`src/rtl/uart_cmd_ctrl.sv`:
```
// ---------------------------------------------------------------------------
// uart_cmd_ctrl
//
// Purpose:
//   Command sequencer that sits behind the UART receiver. It parses the
//   fixed-format frames SYNC, CMD, ADDR, [DATA], CSUM. For each valid frame it
//   issues one single-beat transaction on a simple req/ack register bus. Read
//   data is returned on a valid/ready response port. Inter-byte timeouts, bus
//   timeouts, unknown commands and checksum mismatches abort the frame, so the
//   register bus never sees a partial or corrupt command.
//
// Ports:
//   sys_clk     in   system clock
//   sys_rst_n   in   synchronous active-low reset
//   uart_rec    in   receiver done flag; a rising edge marks a new byte
//   uart_data   in   received byte, valid in the cycle uart_rec rises
//   bus_req     out  transaction request, held until ack or bus timeout
//   bus_we      out  1 = write, 0 = read
//   bus_addr    out  register address
//   bus_wdata   out  write data
//   bus_rdata   in   read data, valid together with bus_ack on a read
//   bus_ack     in   single-cycle transaction acknowledge
//   rsp_valid   out  read response available
//   rsp_data    out  read response byte
//   rsp_ready   in   response consumer accept
//   frame_ok    out  one-cycle pulse when a command completes
//   frame_err   out  one-cycle pulse when a frame is aborted
//   err_code    out  1 = bad cmd, 2 = checksum, 3 = timeout (held until the
//                    next frame_err)
// ---------------------------------------------------------------------------
module uart_cmd_ctrl #(
    parameter logic [7:0] SYNC_BYTE    = 8'h55,
    parameter int         BYTE_TIMEOUT = 2500,
    parameter int         BUS_TIMEOUT  = 255
) (
    input  logic       sys_clk,
    input  logic       sys_rst_n,
    input  logic       uart_rec,
    input  logic [7:0] uart_data,
    output logic       bus_req,
    output logic       bus_we,
    output logic [7:0] bus_addr,
    output logic [7:0] bus_wdata,
    input  logic [7:0] bus_rdata,
    input  logic       bus_ack,
    output logic       rsp_valid,
    output logic [7:0] rsp_data,
    input  logic       rsp_ready,
    output logic       frame_ok,
    output logic       frame_err,
    output logic [1:0] err_code
);

    localparam logic [7:0] CMD_WR = 8'h01;
    localparam logic [7:0] CMD_RD = 8'h02;

    localparam logic [1:0] ERR_CMD     = 2'd1;
    localparam logic [1:0] ERR_CSUM    = 2'd2;
    localparam logic [1:0] ERR_TIMEOUT = 2'd3;

    // Counter widths sized so the terminal count (TIMEOUT-1) always fits.
    localparam int BYTE_CW = $clog2(BYTE_TIMEOUT + 1);
    localparam int BUS_CW  = $clog2(BUS_TIMEOUT + 1);

    localparam logic [BYTE_CW-1:0] BYTE_LAST = BYTE_CW'(BYTE_TIMEOUT - 1);
    localparam logic [BUS_CW-1:0]  BUS_LAST  = BUS_CW'(BUS_TIMEOUT - 1);

    typedef enum logic [2:0] {
        ST_IDLE,
        ST_CMD,
        ST_ADDR,
        ST_DATA,
        ST_CSUM,
        ST_BUS,
        ST_RSP
    } state_t;

    state_t              state_q,     state_d;
    logic                rec_d_q;
    logic                is_wr_q,     is_wr_d;
    logic [7:0]          sum_q,       sum_d;
    logic [7:0]          bus_addr_q,  bus_addr_d;
    logic [7:0]          bus_wdata_q, bus_wdata_d;
    logic                bus_req_q,   bus_req_d;
    logic                rsp_valid_q, rsp_valid_d;
    logic [7:0]          rsp_data_q,  rsp_data_d;
    logic                frame_ok_q,  frame_ok_d;
    logic                frame_err_q, frame_err_d;
    logic [1:0]          err_code_q,  err_code_d;
    logic [BYTE_CW-1:0]  byte_cnt_q,  byte_cnt_d;
    logic [BUS_CW-1:0]   bus_cnt_q,   bus_cnt_d;

    logic byte_stb;

    // The receiver flag may stay high for several cycles; only its rising
    // edge denotes a new byte.
    assign byte_stb = uart_rec & ~rec_d_q;

    // ------------------------------------------------------------------
    // Next-state and output logic
    // ------------------------------------------------------------------
    always_comb begin
        state_d     = state_q;
        is_wr_d     = is_wr_q;
        sum_d       = sum_q;
        bus_addr_d  = bus_addr_q;
        bus_wdata_d = bus_wdata_q;
        bus_req_d   = bus_req_q;
        rsp_valid_d = rsp_valid_q;
        rsp_data_d  = rsp_data_q;
        frame_ok_d  = 1'b0;
        frame_err_d = 1'b0;
        err_code_d  = err_code_q;
        byte_cnt_d  = byte_cnt_q;
        bus_cnt_d   = bus_cnt_q;

        unique case (state_q)
            ST_IDLE: begin
                // Anything other than the sync marker is line noise.
                if (byte_stb && (uart_data == SYNC_BYTE)) begin
                    state_d    = ST_CMD;
                    byte_cnt_d = '0;
                end
            end

            ST_CMD, ST_ADDR, ST_DATA, ST_CSUM: begin
                // A byte arriving in the terminal cycle beats the timeout.
                if (byte_stb) begin
                    byte_cnt_d = '0;
                    unique case (state_q)
                        ST_CMD: begin
                            if ((uart_data == CMD_WR) || (uart_data == CMD_RD)) begin
                                is_wr_d = (uart_data == CMD_WR);
                                sum_d   = uart_data;
                                state_d = ST_ADDR;
                            end else begin
                                frame_err_d = 1'b1;
                                err_code_d  = ERR_CMD;
                                state_d     = ST_IDLE;
                            end
                        end
                        ST_ADDR: begin
                            bus_addr_d = uart_data;
                            sum_d      = sum_q + uart_data;
                            state_d    = is_wr_q ? ST_DATA : ST_CSUM;
                        end
                        ST_DATA: begin
                            bus_wdata_d = uart_data;
                            sum_d       = sum_q + uart_data;
                            state_d     = ST_CSUM;
                        end
                        default: begin
                            if (uart_data == sum_q) begin
                                bus_req_d = 1'b1;
                                bus_cnt_d = '0;
                                state_d   = ST_BUS;
                            end else begin
                                frame_err_d = 1'b1;
                                err_code_d  = ERR_CSUM;
                                state_d     = ST_IDLE;
                            end
                        end
                    endcase
                end else if (byte_cnt_q == BYTE_LAST) begin
                    frame_err_d = 1'b1;
                    err_code_d  = ERR_TIMEOUT;
                    byte_cnt_d  = '0;
                    state_d     = ST_IDLE;
                end else begin
                    byte_cnt_d = byte_cnt_q + BYTE_CW'(1);
                end
            end

            ST_BUS: begin
                // Received bytes are dropped here; an ack in the last
                // timeout cycle still completes the transaction.
                if (bus_ack) begin
                    bus_req_d = 1'b0;
                    bus_cnt_d = '0;
                    if (is_wr_q) begin
                        frame_ok_d = 1'b1;
                        state_d    = ST_IDLE;
                    end else begin
                        rsp_data_d  = bus_rdata;
                        rsp_valid_d = 1'b1;
                        state_d     = ST_RSP;
                    end
                end else if (bus_cnt_q == BUS_LAST) begin
                    bus_req_d   = 1'b0;
                    bus_cnt_d   = '0;
                    frame_err_d = 1'b1;
                    err_code_d  = ERR_TIMEOUT;
                    state_d     = ST_IDLE;
                end else begin
                    bus_cnt_d = bus_cnt_q + BUS_CW'(1);
                end
            end

            ST_RSP: begin
                // Waits indefinitely for the consumer; received bytes dropped.
                if (rsp_valid_q && rsp_ready) begin
                    rsp_valid_d = 1'b0;
                    frame_ok_d  = 1'b1;
                    state_d     = ST_IDLE;
                end
            end

            default: begin
                state_d = ST_IDLE;
            end
        endcase
    end

    // ------------------------------------------------------------------
    // State and output registers
    // ------------------------------------------------------------------
    always_ff @(posedge sys_clk) begin
        if (!sys_rst_n) begin
            state_q     <= ST_IDLE;
            rec_d_q     <= 1'b0;
            is_wr_q     <= 1'b0;
            sum_q       <= '0;
            bus_addr_q  <= '0;
            bus_wdata_q <= '0;
            bus_req_q   <= 1'b0;
            rsp_valid_q <= 1'b0;
            rsp_data_q  <= '0;
            frame_ok_q  <= 1'b0;
            frame_err_q <= 1'b0;
            err_code_q  <= '0;
            byte_cnt_q  <= '0;
            bus_cnt_q   <= '0;
        end else begin
            state_q     <= state_d;
            rec_d_q     <= uart_rec;
            is_wr_q     <= is_wr_d;
            sum_q       <= sum_d;
            bus_addr_q  <= bus_addr_d;
            bus_wdata_q <= bus_wdata_d;
            bus_req_q   <= bus_req_d;
            rsp_valid_q <= rsp_valid_d;
            rsp_data_q  <= rsp_data_d;
            frame_ok_q  <= frame_ok_d;
            frame_err_q <= frame_err_d;
            err_code_q  <= err_code_d;
            byte_cnt_q  <= byte_cnt_d;
            bus_cnt_q   <= bus_cnt_d;
        end
    end

    assign bus_req   = bus_req_q;
    assign bus_we    = is_wr_q;
    assign bus_addr  = bus_addr_q;
    assign bus_wdata = bus_wdata_q;
    assign rsp_valid = rsp_valid_q;
    assign rsp_data  = rsp_data_q;
    assign frame_ok  = frame_ok_q;
    assign frame_err = frame_err_q;
    assign err_code  = err_code_q;

endmodule
```
`config.mk`:
```
export PLATFORM = sky130hd
export DESIGN_NAME = uart_cmd_ctrl
export DESIGN_NICKNAME = d
export VERILOG_FILES = /design/src/rtl/uart_cmd_ctrl.sv
export SDC_FILE = /design/constraint.sdc
export NUM_CORES = 1
export LEC_CHECK = 0
export CORE_UTILIZATION = 57
export DETAILED_ROUTE_END_ITERATION = 8
export PLACE_DENSITY = 0.84
export SYNTH_ARGS = -nofsm -noshare
export SYNTH_HDL_FRONTEND = slang
export SYNTH_SLANG_ARGS = --single-unit
```
`constraint.sdc`:
```
create_clock -name sys_clk -period 4.3 [get_ports sys_clk]
set_input_delay 0.43 -clock sys_clk [delete_from_list [all_inputs] [get_ports sys_clk]]
set_output_delay 0.43 -clock sys_clk [all_outputs]
set_load 0.1 [all_outputs]
```
**Word-level counts from Yosys, hierarchy flattened**

Index checks and enable logic that the tools add are counted.

- Add/subtract/negate cells: 3
- Equality and inequality tests: 27
- Mux-type cells: 54
- Bitwise gates (word level): 3
- Reductions and logical operators: 22

Operator list:

| cell | number |
|---|---|
| $mux W8 | 6 |
| $mux W12 | 3 |
| $pmux W8 S2 | 2 |
| $mux W3 | 9 |
| $pmux W12 S2 | 1 |
| $ne A2 B2 Y1 const B | 10 |
| $reduce_and A4 Y1 | 5 |
| $mux W1 | 17 |
| $mux W2 | 7 |
| $add A12 B1 Y12 const B | 1 |
| $eq A12 B12 Y1 const B | 1 |
| $pmux W3 S4 | 1 |
| $pmux W1 S2 | 5 |
| $eq A3 B3 Y1 const B | 3 |
| $ne A3 B3 Y1 const B | 3 |
| $pmux W3 S3 | 1 |
| $reduce_and A3 Y1 | 3 |
| $add A8 B1 Y8 const B | 1 |
| $add A8 B8 Y8 | 1 |
| $eq A8 B1 Y1 const B | 1 |
| $eq A8 B2 Y1 const B | 1 |
| $eq A8 B7 Y1 const B | 1 |
| $eq A8 B8 Y1 | 1 |
| $eq A8 B8 Y1 const B | 1 |
| other kinds (16) | 24 |

- Register bits after elaboration: 63
- Input bits: 21
- Output and inout port bits: 31
- Logic and storage cells: 123

**Depth between registers and ports, before layout**

- Depth in word-level cells: 6
- Mapped depth: 8
- Gate-level depth less buffers: 8

**Worst setup path after synthesis**

No wires, ideal clock.

- Path kind: input to register
- Start: in uart_data[4]
- End: reg bus_cnt_q[1]
- Library setup time: 0.131 ns
- Data arrival time: 2.078 ns
- Data required time: 4.169 ns
- Path slack: 2.091 ns
- Stages on the path: 6
- Path buffers: 0
- Cell sequence: ha_1 nor4_1 a41oi_1 or2_1 o21ai_2 a211oi_1

- Word-level cells in the longest chain between the ends: 3

Ends and longest elaborated chain:

| what | line | RTL |
|---|---|---|
| start: declaration | 39 | `input logic [7:0] uart_data,` |
| $eq A8 B8 Y1 | 153 | `if (uart_data == sum_q) begin` |
| $ne A2 B2 Y1 (no source line) | -- |  |
| $reduce_and A4 Y1 (no source line) | -- |  |
| end signal: assignment | 247 | `bus_cnt_q <= bus_cnt_d;` |
| end: declaration | 91 | `logic [BUS_CW-1:0] bus_cnt_q, bus_cnt_d;` |

No other way between the ends.
A chain may end at the register's enable or synchronous reset.

**Worst setup path in the final report**

- Start: in uart_data[1]
- End: reg bus_cnt_q[0]

Same word-level chain as after synthesis.

==> run_results.csv <==
group,metric,value,unit
status,status,"finished, final reports clean",
setup_path,endpoint_kind,"register",
sta,holdWs,0.4555,ns
clock_network,cts_sinks,63,
pwr,clockPowerShare,43.4,%
clock_network,clock-root-buffer,"clkbuf_8",
sta,tightest_slew,1.118,ns
global_routing,globalRouteOverflowTotal,0,
sta,finalClockSkew,0.007693,ns
clock_network,cts_tree,"yes",
cells_and_area,layout.cells.most_common,"dfxtp_1",
pwr,ir_worst_vdd,225.1,uV
floorplan,fp.dieW,76.99,um
global_routing,track_usage,27.05,%
sta,setup_viol,0,
logic_synthesis,synth_edf_count,0,
cells_and_area,layout_common_cells,"63 x dfxtp_1, 51 x clkdlybuf4s50_1, 47 x nor2_1, 34 x nand2_1, 24 x nand3_1",
logic_synthesis,yosysWarnings,0,
placed_design,hpwl,5184,um
cells_and_area,final_cells,497,
sta,rsz0062_at_grt,"false",
pwr,swShare,25.38,%
floorplan,die-area,5927,um^2
floorplan,start_util,60.83,%
setup_path,reg2reg_depth,5,
logic_synthesis,syn_inst,374,
logic_synthesis,seq_area_frac_synth,39.34,%
routing,viasPerCell,5.918,
sta,hold_viol,0,
setup_path,required,4.52,ns
setup_path,reg2reg_setup_slack,1.67,ns
pwr,p_int,1.005,mW
setup_path,start_kind,"input port",
sta,slew_headroom,25.18,%
routing,drt_iter0_drc,184,
cells_and_area,area_growth,23.65,%
placed_design,portBuffers,51,
routing,drt-pass1-iter-count,4,
placed_design,placed_cells,481,
pwr,combPwrFrac,11.2,%
worst_hold_path,hold_depth,2,
placed_design,place_congestion,0.8939,
pwr,powerDensity,339.8,nW/um^2
routing,drc,0,
logic_synthesis,synth_ff_type,"dfxtp_1",
clock_network,clk_latency,0.34,ns
routing,vias,2941,
logic_synthesis,synthDistinctLibCells,61,
worst_hold_path,worstHoldStart,"bus_wdata[7]",
global_routing,grt_pass1_wl,12650,um
clock_network,cts_made_buffers,9,
worst_hold_path,holdPathEnd,"bus_wdata[7]",
pwr,seq_power_share,45.4,%
pwr,leakage,1.427,nW
cells_and_area,final_layout_size_suffix_gt1_share,6.557,%
setup_path,crit_type,"in -> reg",
clock_network,clkTransAtPathRegs,0.07,ns
global_routing,antenna_found_initial,0,
sta,timing.final.max_slew_violations,0,
worst_hold_path,hold_class,"reg -> reg",
pwr,netSwitchingPower,0.3418,mW
cells_and_area,fin_nets,454,
logic_synthesis,async_flop_share,0,%
setup_path,path_max_fanout,8,
sta,max_freq,340.0,MHz
sta,fin_crit_sh,68.40,%
logic_synthesis,avgSynthCellArea,8.571,um^2
routing,antenna_left,0,
cells_and_area,diodes,0,
setup_path,worstPathArrival,3.16,ns
clock_network,cts_resized,0,
routing,wl,7640,um
clock_network,ctsHoldBuffers,0,
logic_synthesis,mappedNetlistArea,3206,um^2
floorplan,chipHeight,76.99,um
clock_network,cts_setup_buffers,0,
clock_network,cts_buffer_depth,2,
floorplan,core-area,5270,um^2
clock_network,htreeDepth,3,
sta,min_period,2.941,ns
sta,tns,0,ns
logic_synthesis,ys_ff_latch,63,
job,drv_cap,0,
setup_path,r2r-start,"state_q[0]",
routing,wire_per_inst,15.37,um
setup_path,reg2reg_to,"rsp_data[4]",
global_routing,grt_max_degree,30,
logic_synthesis,synth_fp_nets,406,
floorplan,placementRows,26,
pwr,power,1.347,mW
floorplan,io_pins,52,
global_routing,grt_pass1_vias,2675,
power groups by stage:
stage	Sequential (mW)	Combinational [mW]	Clock, mW
floorplan	0.636	0.0850	0
global placement	0.622	0.147	0
detailed placement	0.623	0.149	0
CTS	0.610	0.149	0.587
global route	0.612	0.162	0.617
finish	0.611	0.151	0.585
logic make-up (layout without fill, tap and decap cells):
family / after synthesis / in the layout / synth area share [%]
DFF: 63 / 63 / 39.34
buffers and inverters: 24 / 77 / 3.513
AOI/OAI and AO/OA: 61 / 61 / 12.92
muxes: 19 / 19 / 5.933
and+or+nand+nor: 176 / 176 / 28.30
xor gates and xnor gates: 20 / 20 / 5.464
adders and majority gates: 11 / 11 / 4.528
synthesized netlist by cell type, drive strengths merged (10+ instances only):
master / instances / area, um^2
nand3: 24 / 120.1
nor3: 13 / 75.07
ha: 10 / 125.1
dfxtp: 63 / 1261
clkbuf: 12 / 55.05
xnor2: 10 / 87.58
o21ai: 18 / 93.84
a21oi: 18 / 90.09
mux2i: 19 / 190.2
xor2: 10 / 87.58
nand4: 11 / 68.82
nand2: 34 / 127.6
nor2: 48 / 182.7
flip-flops by register name, summed over array words and instances (netlist names):
register / cells
bus_cnt_q: 8
state_q: 3
err_code: 2
byte_cnt_q: 12
frame_ok: 1
bus_req: 1
bus_addr: 8
rsp_valid: 1
bus_wdata: 8
rec_d_q: 1
sum_q: 8
bus_we: 1
rsp_data: 8
frame_err: 1
through the flow:
stage               util, %  worst slack [ns]  cell area (um^2)
finish                75.21             1.359              3964
CTS                   75.21             1.383              3964
detailed placement    70.96             1.091              3740
global placement      70.96             1.103              3740
floorplan                 -             2.091              3206
global route          75.21             1.193              3964
layout make-up:
class                      count  area, um^2
multi-input combinational    287        1832
fill                         400        1306
sequential                    63        1261
timing repair buffer          54       533.0
clock buffer                  13       158.9
tap                           70       87.58
clock inverter                 3       65.06
inverter                       7       26.28
worst max-delay path by stage:
stage | to | slack [ns] | from
5_1_grt | bus_cnt_q[3] | 1.19 | uart_data[1]
3_3_place_gp | bus_cnt_q[1] | 1.10 | uart_data[1]
2_1_floorplan | bus_cnt_q[1] | 2.09 | uart_data[4]
3_5_place_dp | bus_cnt_q[0] | 1.09 | uart_data[1]
4_1_cts | bus_cnt_q[0] | 1.38 | uart_data[1]
6_report | bus_cnt_q[0] | 1.36 | uart_data[1]
critical path: stages:
cell and delay (ns):
clkdlybuf4s50_1 0.66, ha_1 0.31, nor4_1 0.54, a41oi_1 0.45, or2_1 0.36, o21ai_2 0.31, nor2_1 0.09
per-layer routing:
layer	part of all wire [%]	up-vias	wire length (um)	GRT usage (%)
li1	-	1440	-	-
met1	44	1387	3335	33.21
met2	48	106	3650	44.29
met3	7.7	8	590	10.12
met4	0.85	0	65	7.358
met5	0	-	0	0
No activity file was read; power rests on OpenSTA's default activity.
